`config.mk`:
```
export PLATFORM = sky130hd
export DESIGN_NAME = uart_seq_tx
export DESIGN_NICKNAME = d
export VERILOG_FILES = /design/src/rtl/uart_seq_tx.sv
export SDC_FILE = /design/constraint.sdc
export NUM_CORES = 1
export LEC_CHECK = 0
export CAP_MARGIN = 20
export CORE_UTILIZATION = 61
export CTS_BUF_LIST = sky130_fd_sc_hd__clkbuf_8 sky130_fd_sc_hd__clkbuf_16
export CTS_CLUSTER_SIZE = 8
export DETAILED_ROUTE_END_ITERATION = 8
export PLACE_DENSITY = 0.84
export SLEW_MARGIN = 25
export SYNTH_ARGS = -nofsm -noshare
export SYNTH_HDL_FRONTEND = slang
export SYNTH_SLANG_ARGS = --single-unit
```
`constraint.sdc`:
```
create_clock -name clk -period 3.3 [get_ports clk]
set_input_delay 0.99 -clock clk [delete_from_list [all_inputs] [get_ports clk]]
set_output_delay 0.99 -clock clk [all_outputs]
set_load 0.02 [all_outputs]
```
`src/rtl/uart_seq_tx.sv`:
```
// Periodic UART sender: a period timer requests frames, a sequencer supplies an
// arithmetic value series, and a serializer emits start/data/parity/stop bits.
module uart_seq_tx #(
  parameter int F         = 50000000,
  parameter int BAUD      = 115200,
  parameter int DATA_BITS = 8,
  parameter int PARITY    = 0,
  parameter int STOP_BITS = 1,
  parameter int PERIOD    = 50000000,
  parameter int START     = 0,
  parameter int STEP      = 1,
  parameter int COUNT     = 8
) (
  input  logic                 clk,
  input  logic                 rst,
  input  logic                 en,
  output logic                 tx,
  output logic                 busy,
  output logic                 done,
  output logic [DATA_BITS-1:0] data,
  output logic                 overrun
);
  // state    | meaning
  // S_IDLE   | line high, waiting for a period tick
  // S_START  | start bit (low)
  // S_DATA   | payload bits, LSB first
  // S_PARITY | parity bit, only reached when PARITY != 0
  // S_STOP   | stop bit(s); done pulses in the final cycle
  typedef enum logic [2:0] {S_IDLE, S_START, S_DATA, S_PARITY, S_STOP} state_t;

  localparam int CPB = F / BAUD;
  localparam int CW  = (CPB > 1) ? $clog2(CPB) : 1;
  localparam int PW  = (PERIOD > 1) ? $clog2(PERIOD) : 1;
  localparam int IW  = (COUNT > 1) ? $clog2(COUNT) : 1;
  localparam int NW  = $clog2(DATA_BITS);
  localparam logic [DATA_BITS-1:0] START_V = DATA_BITS'(START);
  localparam logic [DATA_BITS-1:0] STEP_V  = DATA_BITS'(STEP);

  state_t               r_state, w_state_nxt;
  logic [CW-1:0]        r_bcnt, w_bcnt_nxt;
  logic [NW-1:0]        r_nbit, w_nbit_nxt;
  logic [DATA_BITS-1:0] r_shift, w_shift_nxt;
  logic                 r_tx, w_tx_nxt;
  logic [DATA_BITS-1:0] r_data, r_val;
  logic [IW-1:0]        r_idx;
  logic [PW-1:0]        r_pcnt;
  logic                 r_ovr;
  logic                 w_tick, w_busy, w_load, w_bit_end, w_last, w_par;

  assign w_tick    = en && (r_pcnt == PW'(PERIOD - 1));
  assign w_busy    = (r_state != S_IDLE);
  assign w_bit_end = (r_bcnt == '0);
  assign w_last    = (r_idx == IW'(COUNT - 1));
  assign w_par     = (PARITY == 1) ? ~^r_data : ^r_data;

  assign tx      = r_tx;
  assign busy    = w_busy;
  assign done    = (r_state == S_STOP) && w_bit_end && (r_nbit == '0);
  assign data    = r_data;
  assign overrun = r_ovr;

  always_comb begin
    w_state_nxt = r_state;
    w_bcnt_nxt  = w_bit_end ? r_bcnt : r_bcnt - 1'b1;
    w_nbit_nxt  = r_nbit;
    w_shift_nxt = r_shift;
    w_tx_nxt    = r_tx;
    w_load      = 1'b0;
    case (r_state)
      S_IDLE: begin
        w_tx_nxt = 1'b1;
        if (w_tick) begin
          w_load      = 1'b1;
          w_shift_nxt = r_val;
          w_bcnt_nxt  = CW'(CPB - 1);
          w_tx_nxt    = 1'b0;
          w_state_nxt = S_START;
        end
      end
      S_START: begin
        if (w_bit_end) begin
          w_bcnt_nxt  = CW'(CPB - 1);
          w_nbit_nxt  = NW'(DATA_BITS - 1);
          w_tx_nxt    = r_shift[0];
          w_state_nxt = S_DATA;
        end
      end
      S_DATA: begin
        if (w_bit_end) begin
          w_bcnt_nxt = CW'(CPB - 1);
          if (r_nbit != '0) begin
            w_nbit_nxt  = r_nbit - 1'b1;
            w_shift_nxt = r_shift >> 1;
            w_tx_nxt    = r_shift[1];
          end else if (PARITY != 0) begin
            w_tx_nxt    = w_par;
            w_state_nxt = S_PARITY;
          end else begin
            w_nbit_nxt  = NW'(STOP_BITS - 1);
            w_tx_nxt    = 1'b1;
            w_state_nxt = S_STOP;
          end
        end
      end
      S_PARITY: begin
        if (w_bit_end) begin
          w_bcnt_nxt  = CW'(CPB - 1);
          w_nbit_nxt  = NW'(STOP_BITS - 1);
          w_tx_nxt    = 1'b1;
          w_state_nxt = S_STOP;
        end
      end
      S_STOP: begin
        w_tx_nxt = 1'b1;
        if (w_bit_end) begin
          if (r_nbit == '0) begin
            w_state_nxt = S_IDLE;
          end else begin
            w_nbit_nxt = r_nbit - 1'b1;
            w_bcnt_nxt = CW'(CPB - 1);
          end
        end
      end
      default: begin
        w_tx_nxt    = 1'b1;
        w_state_nxt = S_IDLE;
      end
    endcase
  end

  always_ff @(posedge clk or negedge rst) begin
    if (!rst) begin
      r_state <= S_IDLE;
      r_bcnt  <= '0;
      r_nbit  <= '0;
      r_shift <= START_V;
      r_tx    <= 1'b1;
    end else begin
      r_state <= w_state_nxt;
      r_bcnt  <= w_bcnt_nxt;
      r_nbit  <= w_nbit_nxt;
      r_shift <= w_shift_nxt;
      r_tx    <= w_tx_nxt;
    end
  end

  // Requests arriving while a frame is in flight (done cycle included) are dropped.
  always_ff @(posedge clk or negedge rst) begin
    if (!rst) begin
      r_pcnt <= '0;
      r_idx  <= '0;
      r_val  <= START_V;
      r_data <= START_V;
      r_ovr  <= 1'b0;
    end else begin
      if (!en || w_tick) r_pcnt <= '0;
      else               r_pcnt <= r_pcnt + 1'b1;
      if (w_load) begin
        r_data <= r_val;
        if (w_last) begin
          r_idx <= '0;
          r_val <= START_V;
        end else begin
          r_idx <= r_idx + 1'b1;
          r_val <= r_val + STEP_V;
        end
      end
      if (w_tick && w_busy) r_ovr <= 1'b1;
    end
  end
endmodule

```
; ---- Yosys cells after proc, flatten, opt, wreduce, memory -nomap -nowiden
; Cells that the tools add are included.
[word_totals]
reg_bits = 70
in_bits = 3
out_inout_bits = 12
word_cells = 84
[classes]
addsub = 5
n_eq_ne = 15
mux = 36
n_reduce_logical = 18
[ops]
columns = op, n
row1 = 9-bit 2-to-1 mux, 5
row2 = 3-bit 2-to-1 mux, 14
row3 = 8-bit 2-to-1 mux, 4
row4 = 9-bit one-hot mux with 3 select lines, 1
row5 = "26-bit by 1-bit adder with 26-bit output, second input constant", 1
row6 = "26-bit == test, second input constant", 1
row7 = 26-bit 2-to-1 mux, 1
row8 = "2-bit inequality test, second input constant", 8
row9 = 8-bit one-hot mux with 2 select lines, 1
row10 = 3-bit one-hot mux with 5 select lines, 1
row11 = 3-bit one-hot mux with 4 select lines, 1
row12 = 9-bit logical NOT, 1
row13 = "9-bit by 1-bit subtractor with 9-bit output, second input constant", 1
row14 = "8-bit by 1-bit adder with 8-bit output, second input constant", 1
row15 = 1-bit 2-to-1 mux, 7
row16 = 7-bit AND reduction, 1
row17 = "3-bit by 2-bit == test with 1-bit output, second input constant", 2
row18 = "3-bit == test, second input constant", 2
row19 = 3-bit logical NOT, 2
row20 = 6-bit AND reduction, 1
row21 = 3-bit nonzero test, 2
row22 = 1-bit logical AND, 4
row23 = 1-bit one-hot mux with 4 select lines, 1
row24 = 4-bit AND reduction, 1
row25 = other kinds (10), 10

; ---- Depth between registers and ports, before layout
[logic_depth]
ltp_word = 5
depth_mapped = 9

; ---- Least setup slack after synthesis
; Ideal clock, no wire load.
[synth_timing]
kind = input-to-reg
startpoint = input en
endpoint = register r_val[5]
setup_time_ns = 0.092
arrival_ns = 2.489
required_time_ns = 3.208
slack_ns = 0.719
stages = 5
path_buffers = 1
path_cell_list = or4b_4 > or4_1 > or3_1 > buf_2 > o31ai_2
[synth_via]
elab_chain_len = 3
[synth_rtl]
columns = element, line
row1 = start: declaration, 16  ; input logic en,
row2 = 1-bit logical AND, 50  ; assign w_tick = en && (r_pcnt == PW'(PERIOD - 1));
row3 = 1-bit 2-to-1 mux, 72  ; if (w_tick) begin
row4 = 1-bit 2-to-1 mux, 69  ; case (r_state)
row5 = end signal: assignment, 165  ; r_val <= r_val + STEP_V;
row6 = end: declaration, 44  ; logic [DATA_BITS-1:0] r_data, r_val;
; No other way between the ends.
; A chain may end at the register's enable or synchronous reset.

; ---- Worst setup path in the final report
; Ends and elaborated chain as after synthesis.

==> results.py <==
metrics = {
    "logic_synthesis": {
        "synth_simple_gate_area_share_pct": 23.0,
        "synth_adder_area_share_pct": 2.95,
        "synth_nets": 408,
        "synth_edf_count": 0,
        "synth_top_family_by_area": "simple AND/OR/NAND/NOR gates",
        "synthMuxAreaShare_pct": 3.50,
        "synthArstFlopShare_pct": 100,
        "syn_inst": 396,
        "ys_seq_area_share_pct": 45.9,
        "synth_compound_gate_area_share_pct": 17.5,
        "syn_area_sq_um": 3820,
        "yosysWarnings": 0,
        "ys_ff_latch": 70,
        "synth_ff_type": "dfrtp_1",
        "ys_types": 58,
        "syn-mean-instance-area_sq_um": 9.65,
        "synth_xor_area_share_pct": 3.44,
    },
    "worst_setup_path": {
        "cpMaxStageDelayCell": "clkdlybuf4s50_1",
        "worstPathCellList": "clkdlybuf4s50_1 -> or4b_4 -> or4_1 -> or3_1 -> o31ai_2",
        "cpLargestDelayFamily": "simple AND/OR/NAND/NOR gates",
        "path_class": "in -> reg",
        "end_kind": "flop",
        "slowest_delay_ns": 0.52,
        "r2r_slack_ns": 0.90,
        "critPathBufInv": 1,
        "reg2reg_to": "r_val[5]",
        "worstPathMaxFanout": 7,
        "start_kind": "input port",
        "critPathArrivalTime_ns": 3.22,
        "crit_required_ns": 3.56,
        "reg2reg_from": "r_state[2]",
        "rr_worst_depth": 5,
    },
    "cts": {
        "cts_tree": "done",
        "cts_sinks": 70,
        "cts.htree.levels": 3,
        "cts_buffers": 9,
        "clk_pin_slew_ns": 0.07,
        "cts_buffer_depth": 2,
        "post_cts_buffers": 0,
        "insertion_delay_ns": 0.35,
        "cts-root-buf": "clkbuf_8",
    },
    "die": {
        "dieArea_sq_um": 6590,
        "rows": 28,
        "die_w_um": 81.2,
        "initial_core_util_pct": 63.8,
        "die_height_um": 81.2,
        "ios": 15,
        "fp.coreArea_sq_um": 5990,
    },
    "timing": {
        "finalMaxSlewViolations": 0,
        "tightest_slew_ns": 0.698,
        "finalCriticalPeriod_ns": 2.96,
        "slew-limit-headroom_pct": 53.3,
        "fin_crit_sh_pct": 89.6,
        "setup_violations": 0,
        "whs_ns": 0.485,
        "rsz0062_at_grt": "false",
        "max_freq_mhz": 338,
        "fin_skew_ns": 0.00830,
        "hold_violations": 0,
    },
    "global_routing": {
        "grt_antenna_before_repair": 0,
        "grt_pass1_wl_mm": 14.0,
        "grt_max_degree": 38,
        "gr-total-overflow": 0,
        "grt_pass1_vias": 3044,
        "grtUsageTotal_pct": 28.0,
    },
    "hold_path": {
        "hold_end": "r_pcnt[0]",
        "hp-class": "reg -> reg",
        "hp-start": "r_pcnt[0]",
        "hold_depth": 1,
    },
    "finish": {
        "fill_cells": 437,
        "nNetsFinal": 423,
        "syn_to_final_growth_pct": 11.0,
        "finalNonFillerCells": 491,
        "antenna_cells": 0,
        "fin_util_pct": 70.8,
        "final_layout_size_suffix_gt1_share_pct": 9.38,
    },
    "power": {
        "peakVddDrop_v": 0.000297,
        "leakagePower_nw": 1.75,
        "p_total_mw": 1.55,
        "powerDensity_nw_per_um2": 366,
    },
    "outcome": {
        "status": "finished clean",
    },
    "detailed_routing": {
        "drt-initial-drc-count": 257,
        "viasPerCell": 6.38,
        "ant_nets": 0,
        "drt_first_pass_iters": 5,
        "post_drt_wl_per_cell_um": 16.1,
        "drc": 0,
        "num_vias": 3135,
        "wl_mm": 7.92,
    },
    "placement": {
        "dp_hpwl_mm": 5.43,
        "routabilityCongestion": 0.878,
        "placedCellCount": 475,
        "port_buffers": 14,
    },
    "job": {
        "drv_cap": 0,
    },
}
==> through the flow <==
| step | instance area [sq um] | worst slack (ns) | TNS, ns |
|---|---|---|---|
| 6_report | 4240 | 0.343 | 0 |
| 2_1_floorplan | 3820 | 0.719 | 0 |
| 3_3_place_gp | 4060 | 0.0519 | 0 |
| 3_5_place_dp | 4060 | -0.000117 | -0.000117 |
| 5_1_grt | 4240 | 0.268 | 0 |
| 4_1_cts | 4240 | 0.00708 | 0 |
==> cells in the final DEF (no fill, tap or decap), drive strengths merged, types with 12 or more instances in the layout <==
cell type      count
buf               12
a21oi             19
nand4             13
nand3             21
o31ai             17
clkdlybuf4s50     12
o21ai             18
nor2              44
dfrtp             69
clkbuf            12
inv               18
nand2             24
==> final cells by class <==
cell class / instances / area, sq um / area share [%]
Clock buffer: 12 / 165 / 3.89
Clock inverter: 4 / 15.0 / 0.354
Inverter: 14 / 52.6 / 1.24
Multi-Input combinational cell: 291 / 1930 / 45.5
Sequential cell: 70 / 1750 / 41.3
Tap cell: 75 / 93.8 / 2.21
Timing Repair Buffer: 25 / 233 / 5.49
==> Yosys cell counts, drive strengths merged, types with 5 or more instances <==
master   count  area, sq um
nand3       21          105
o31ai       17          148
o2bb2ai      7         61.3
a222oi       7         70.1
a21oi       19         95.1
o21ai       18         90.1
nand2       24         90.1
dfrtp       69         1730
clkbuf      18         67.6
or3          9         56.3
ha           9          113
nor2        44          165
xor2        11         96.3
inv         14         52.6
mux2        11          124
and3         5         31.3
nand2b       5         31.3
or4         11         82.6
nand4       13         81.3
==> how the worst max path moves through the flow <==
stage                          end  depth (start not counted)  slack [ns]  startpoint
after CTS                     done                          6       0.007   r_nbit[0]
after global placement    r_val[6]                          5        0.05          en
after floorplan           r_val[5]                          5        0.72          en
after global routing      r_val[5]                          5        0.27          en
after detailed placement  r_val[5]                          5     -0.0001          en
final                     r_val[5]                          5        0.34          en
==> sequential cells by signal, summed over array words and instances (netlist names) <==
register	flops
r_pcnt	26
r_bcnt	9
data	8
r_shift	8
r_val	8
r_idx	3
r_nbit	3
r_state	3
overrun	1
tx	1
==> routing by layer <==
metal / global-route usage, % / vias up / routed length, um
met5: 0 / - / 0
met3: 6.85 / 14 / 346
li1: - / 1518 / -
met1: 36.8 / 1525 / 3600
met4: 9.64 / 0 / 126
met2: 45.2 / 78 / 3840
==> cell families after synthesis <==
logic type	count (synthesis)
and+or+nand+nor	162
AOI/OAI and AO/OA	93
DFF	70
buffers and inverters	35
xor gates and xnor gates	15
muxes	12
adders and majority gates	9
==> report_power, final <==
part | switching (mW) | internal (mW)
combinational | 0.0315 | 0.0143
sequential | 0.0115 | 0.865
clock | 0.308 | 0.324
==> timing repair <==
action	4_1_cts	5_1_grt
gates resized for setup	0	2
hold endpoints to repair	0	0
setup endpoints to repair	0	1
hold buffers	0	0
(Power assumes the default switching activity.)
